**config.mk**
```make
export PLATFORM = sky130hd
export DESIGN_NAME = nibble_unpacker
export DESIGN_NICKNAME = d
export VERILOG_FILES = /design/src/rtl/nibble_unpacker.sv
export SDC_FILE = /design/constraint.sdc
export NUM_CORES = 1
export LEC_CHECK = 0
export CORE_UTILIZATION = 45
export CTS_CLUSTER_SIZE = 40
export DETAILED_ROUTE_END_ITERATION = 8
export GPL_ROUTABILITY_DRIVEN = 0
export GPL_TIMING_DRIVEN = 0
export HOLD_SLACK_MARGIN = 0.02
export PLACE_DENSITY = 0.75
export SLEW_MARGIN = 20
export SYNTH_ARGS = -nofsm -noshare
export SYNTH_HDL_FRONTEND = slang
export SYNTH_SLANG_ARGS = --single-unit
```
**constraint.sdc**
```tcl
create_clock -name clk -period 3.1 [get_ports clk]
set_clock_uncertainty 0.15 [all_clocks]
set_input_delay 0.465 -clock clk [delete_from_list [all_inputs] [get_ports clk]]
set_output_delay 0.465 -clock clk [all_outputs]
set_load 0.01 [all_outputs]
```
**src/rtl/nibble_unpacker.sv**
```systemverilog
// nibble_unpacker: drops filler nibbles and packs live nibbles LSB-first into a word on a valid/ready port.
// Defining NIBBLE_UNPACKER_FILLER_CHECK_EN makes filler_err flag any filler nibble that is not 4'b0101.
module nibble_unpacker #(
  parameter int NIBBLES = 4,
  parameter int CNT_W = 8
) (
  input  logic                 clk,
  input  logic                 rst_n,
  input  logic [3:0]           din,
  input  logic [5:0]           sel,
  input  logic                 din_en,
  output logic [4*NIBBLES-1:0] word,
  output logic                 word_valid,
  input  logic                 word_ready,
  output logic [CNT_W-1:0]     filler_cnt,
  output logic                 ovf,
  input  logic                 clr,
  output logic                 filler_err
);
  localparam int IW = $clog2(NIBBLES);
  typedef enum logic [1:0] {IDLE, ASSEMBLE, HOLD} state_t;
  state_t state, state_nx;
  logic [IW-1:0] idx, idx_nx;
  logic [4*NIBBLES-1:0] word_nx;
  logic live, fill, last, ovf_set;
  assign live = din_en & (sel == 6'b111111);
  assign fill = din_en & (sel != 6'b111111);
  assign last = idx == IW'(NIBBLES - 1);
  assign word_valid = state == HOLD;
  always_comb begin
    state_nx = state;
    idx_nx = idx;
    word_nx = word;
    ovf_set = 1'b0;
    case (state)
      IDLE: if (live) begin
        word_nx[3:0] = din;
        idx_nx = IW'(1);
        state_nx = ASSEMBLE;
      end
      ASSEMBLE: if (live) begin
        word_nx[4*idx +: 4] = din;
        idx_nx = last ? '0 : idx + 1'b1;
        state_nx = last ? HOLD : ASSEMBLE;
      end
      HOLD: if (word_ready) begin
        state_nx = live ? ASSEMBLE : IDLE;
        if (live) begin
          word_nx[3:0] = din;
          idx_nx = IW'(1);
        end
      end else ovf_set = live;
      default: state_nx = IDLE;
    endcase
  end
  always_ff @(posedge clk or negedge rst_n)
    if (!rst_n) begin
      state <= IDLE;
      idx <= '0;
      word <= '0;
    end else begin
      state <= state_nx;
      idx <= idx_nx;
      word <= word_nx;
    end
  always_ff @(posedge clk or negedge rst_n)
    if (!rst_n) begin
      filler_cnt <= '0;
      ovf <= 1'b0;
    end else if (clr) begin
      filler_cnt <= '0;
      ovf <= 1'b0;
    end else begin
      if (fill && !(&filler_cnt)) filler_cnt <= filler_cnt + 1'b1;
      if (ovf_set) ovf <= 1'b1;
    end
`ifdef NIBBLE_UNPACKER_FILLER_CHECK_EN
  always_ff @(posedge clk or negedge rst_n)
    if (!rst_n) filler_err <= 1'b0;
    else if (clr) filler_err <= 1'b0;
    else if (fill && din != 4'b0101) filler_err <= 1'b1;
`else
  assign filler_err = 1'b0;
`endif
endmodule

```
==> Flow_metrics.wiki <==
{| class="wikitable"
! Metric !! Value
|-
| Number of different library cells in the post-synthesis netlist || 34
|-
| I/O pins || between 40 and 50
|-
| Setup repair after global routing missed its margin || false
|-
| Synthesized instance count || 165
|-
| Number of buffer cells added on primary ports || 40
|-
| Overall power after layout || 0.835 mW
|-
| ANT nets after route || 0
|-
| Number of hold violations in the final report || 0
|-
| Post-route cell area || 2130 um^2
|-
| Layout net count || between 200 and 250
|-
| Detailed Place HPWL || 2530 um
|-
| Status || finished clean
|-
| CTS sink count || 29
|-
| Maximum fanout encountered on the critical timing path || 7
|-
| Vias in the first global route || approximately 1.3k
|-
| Maximum operating frequency || just under 0.5 GHz
|-
| CTS clock-pin slew for the worst setup and hold paths || 0.08 ns
|-
| Met3 routed WL || roughly 200 um
|-
| Clk Latency, worst-skew pair || 0.32 ns
|-
| Power Dens Cells || 391 nW/um^2
|-
| Post-synthesis async set-or-reset flop share || 100%
|-
| Part of the cycle the worst path needs || between 60% and 70%
|-
| Multi-input gate area in the final layout || approximately 770 um^2
|-
| Wirelength per Cell || 13.1 um
|-
| Total grt overflow || 0
|-
| Minimum clock period || 2.06 ns
|-
| Width of the chip || 62.0 um
|-
| Critical path capture point type || output pin
|-
| Count of TritonRoute iterations in the first routing pass || 4
|-
| Final max-slew violation count || 0
|-
| Synthesized area per cell || roughly 9.8 um^2
|-
| Summed negative setup slack over all endpoints || 0 ns
|-
| Antenna diode count || 0
|-
| CP Launch Type || register
|-
| Area taken by flip-flops and latches || 726 um^2
|-
| Core box area || roughly 3400 um^2
|-
| Die outline height || a little over 60 um
|-
| Total CTS buffers || 5
|-
| Area of the die || 3840 um^2
|-
| Path class of the lowest-slack min-delay path || reg2reg
|-
| Cell at the root of the clock tree || sky130_fd_sc_hd__clkbuf_4
|-
| Count of H-tree levels built during CTS || 2
|-
| Final number of setup-violating endpoints || 0
|-
| Detailed router's first-iteration violation count || 43
|-
| Max-cap viol count || 0
|-
| Worst vdd ir || between 200 and 250 uV
|-
| Pin count of the biggest net entering global routing || 30
|-
| Layout Utilization || a little over three fifths
|-
| DRC viols || 0
|-
| Number of vias in the routed layout || 1319
|-
| Wire length on met2 || approximately 1700 um
|-
| First-pass GRT wire length || about 5500 um
|-
| Commonest register cell after synthesis || sky130_fd_sc_hd__dfrtp_1
|-
| Vias per inst || between 5 and 6
|-
| Tot GR Track Use || 20.3%
|-
| Initial antenna violation count || 0
|-
| Number of filler cells placed in the layout || a little under 300
|-
| Register bit count reported by yosys || 29
|-
| Data required time at the worst endpoint || roughly 2.5 ns
|-
| Initial cell density of the core || 47.8%
|-
| Crit Path Class || reg2out
|-
| Register area share after synthesis || approximately 45%
|-
| Max transition margin || a little under three fifths
|-
| Post-CTS Setup Repair Bufs || 0
|-
| Site row count || 21
|-
| Fraction of layout instances using a drive strength above 1 || between 10% and 20%
|-
| Arrival time worst endpoint || about 1.4 ns
|-
| Syn nets || about 190
|-
| Top routing layer used || met4
|-
| Yosys warnings || 0
|-
| Leak || between 0.9 and 1 nW
|-
| Synth-to-layout area growth || 31.7%
|-
| Placed inst area || 2070 um^2
|-
| Slew at the pin with the worst max-slew slack || around 0.65 ns
|-
| Netlist Area Pre-Place || approximately 1600 um^2
|-
| Routed wire length || roughly 3400 um
|-
| Clock tree from TritonCTS || done
|-
| Met1 WL || 1460 um
|-
| Number of synthesized flops with an enable pin || 0
|-
| Buffer depth of the longest clock path || 2
|}
metrics by stage:
stage / setup slack, ns / instances / hold slack (ns)
after detailed placement: 0.874 / 251 / 0.336
after global placement: 0.908 / 251 / 0.342
after floorplan: 1.39 / 165 / 0.0194
after global routing: 0.949 / 260 / 0.383
final: 1.04 / 260 / 0.372
after CTS: 1.02 / 260 / 0.373
per-layer routing:
metal  track usage [%]  vias up
met3              5.59        4
met4              9.52        0
met1              23.8      617
li1                  -      653
met5                 0        -
met2              34.3       45
registers in the layout, indices dropped and copies added, names as in the netlist:
signal / cells
word: 16
filler_cnt: 8
idx: 2
state: 2
ovf: 1
cell families (layout without fill, tap and decap cells):
kind of cell | after synthesis | in the layout | share of synthesized area [%]
AND/OR/NAND/NOR | 61 | 61 | 21.4
other | 1 | 1 | 0.231
adder cells (fa/ha/maj) | 7 | 7 | 5.41
flip-flops | 29 | 29 | 44.8
buffers and inverters | 27 | 76 | 7.64
AO/OA/AOI/OAI | 20 | 20 | 7.95
multiplexers | 20 | 20 | 12.6
report_power, final:
group	internal, mW	total [mW]	switching [mW]	leakage (nW)
sequential	0.401	0.427	0.0259	0.320
clock	0.0862	0.219	0.133	0.0320
combinational	0.0906	0.189	0.0983	0.642
total	0.578	0.835	0.257	0.994
cell type report:
type                    instances  share of cell area (%)
multi-input cells             109                    36.1
flip-flops and latches         29                    34.0
repair buffers                 41                    19.0
inverters                      21                    3.69
well taps                      46                    2.70
plain buffers                   6                    2.11
clock buffers                   6                    1.93
clock inverters                 2                   0.469
worst max-delay path, stage by stage (launching register included):
cell	delay, ns
sky130_fd_sc_hd__dfrtp_1	0.44
sky130_fd_sc_hd__nor2b_1	0.15
sky130_fd_sc_hd__clkdlybuf4s50_1	0.54
worst paths after layout:
path / from / end / slack, ns / depth (start not counted)
max reg2reg: idx[0]$_DFFE_PN0P_ / word[1]$_DFFE_PN0P_ / 1.13 / 5
min: ovf$_DFFE_PN0P_ / ovf$_DFFE_PN0P_ / 0.37 / 2
max: state[1]$_DFFE_PN0P_ / word_valid / 1.04 / 2
max in group asynchronous: rst_n / ovf$_DFFE_PN0P_ / 1.82 / 2
min in group asynchronous: rst_n / word[12]$_DFFE_PN0P_ / 0.55 / 2
min reg2reg: ovf$_DFFE_PN0P_ / ovf$_DFFE_PN0P_ / 0.37 / 2
cells in the mapped netlist (2+ instances only):
master / n / share of area (%)
sky130_fd_sc_hd__ha_1: 7 / 5.4
sky130_fd_sc_hd__inv_1: 21 / 4.9
sky130_fd_sc_hd__nor3b_1: 2 / 0.93
sky130_fd_sc_hd__nor2_1: 5 / 1.2
sky130_fd_sc_hd__o21ai_0: 3 / 0.93
sky130_fd_sc_hd__a22o_1: 2 / 1.1
sky130_fd_sc_hd__nand4_2: 2 / 1.5
sky130_fd_sc_hd__mux2i_1: 17 / 11
sky130_fd_sc_hd__mux2_2: 3 / 2.1
sky130_fd_sc_hd__nor2b_1: 4 / 1.5
sky130_fd_sc_hd__a21oi_1: 7 / 2.2
sky130_fd_sc_hd__and2b_1: 2 / 0.93
sky130_fd_sc_hd__o31ai_1: 3 / 1.4
sky130_fd_sc_hd__and3_1: 3 / 1.2
sky130_fd_sc_hd__nand3_1: 8 / 2.5
sky130_fd_sc_hd__nand2b_1: 3 / 1.2
sky130_fd_sc_hd__or3_1: 2 / 0.77
sky130_fd_sc_hd__buf_4: 4 / 1.9
sky130_fd_sc_hd__dfrtp_1: 29 / 45
sky130_fd_sc_hd__nand2_1: 21 / 4.9
sky130_fd_sc_hd__or4_1: 2 / 0.93
sky130_fd_sc_hd__nor3_1: 3 / 0.93
cell usage in the layout (no fill, tap or decap), types with 4 or more instances in the layout:
cell and count:
sky130_fd_sc_hd__nor2_1 5, sky130_fd_sc_hd__buf_4 4, sky130_fd_sc_hd__inv_1 21, sky130_fd_sc_hd__nand3_1 8, sky130_fd_sc_hd__mux2i_1 17, sky130_fd_sc_hd__nand2_1 21, sky130_fd_sc_hd__ha_1 7, sky130_fd_sc_hd__a21oi_1 7
sky130_fd_sc_hd__clkdlybuf4s50_1 39, sky130_fd_sc_hd__nor2b_1 4, sky130_fd_sc_hd__clkbuf_4 5, sky130_fd_sc_hd__dfrtp_1 29
timing repair:
action,4_1_cts,5_1_grt
hold endpoints to repair,23,0
hold buffers,1,0
gates resized for setup,0,0
No activity file was read; power rests on OpenSTA's default activity.
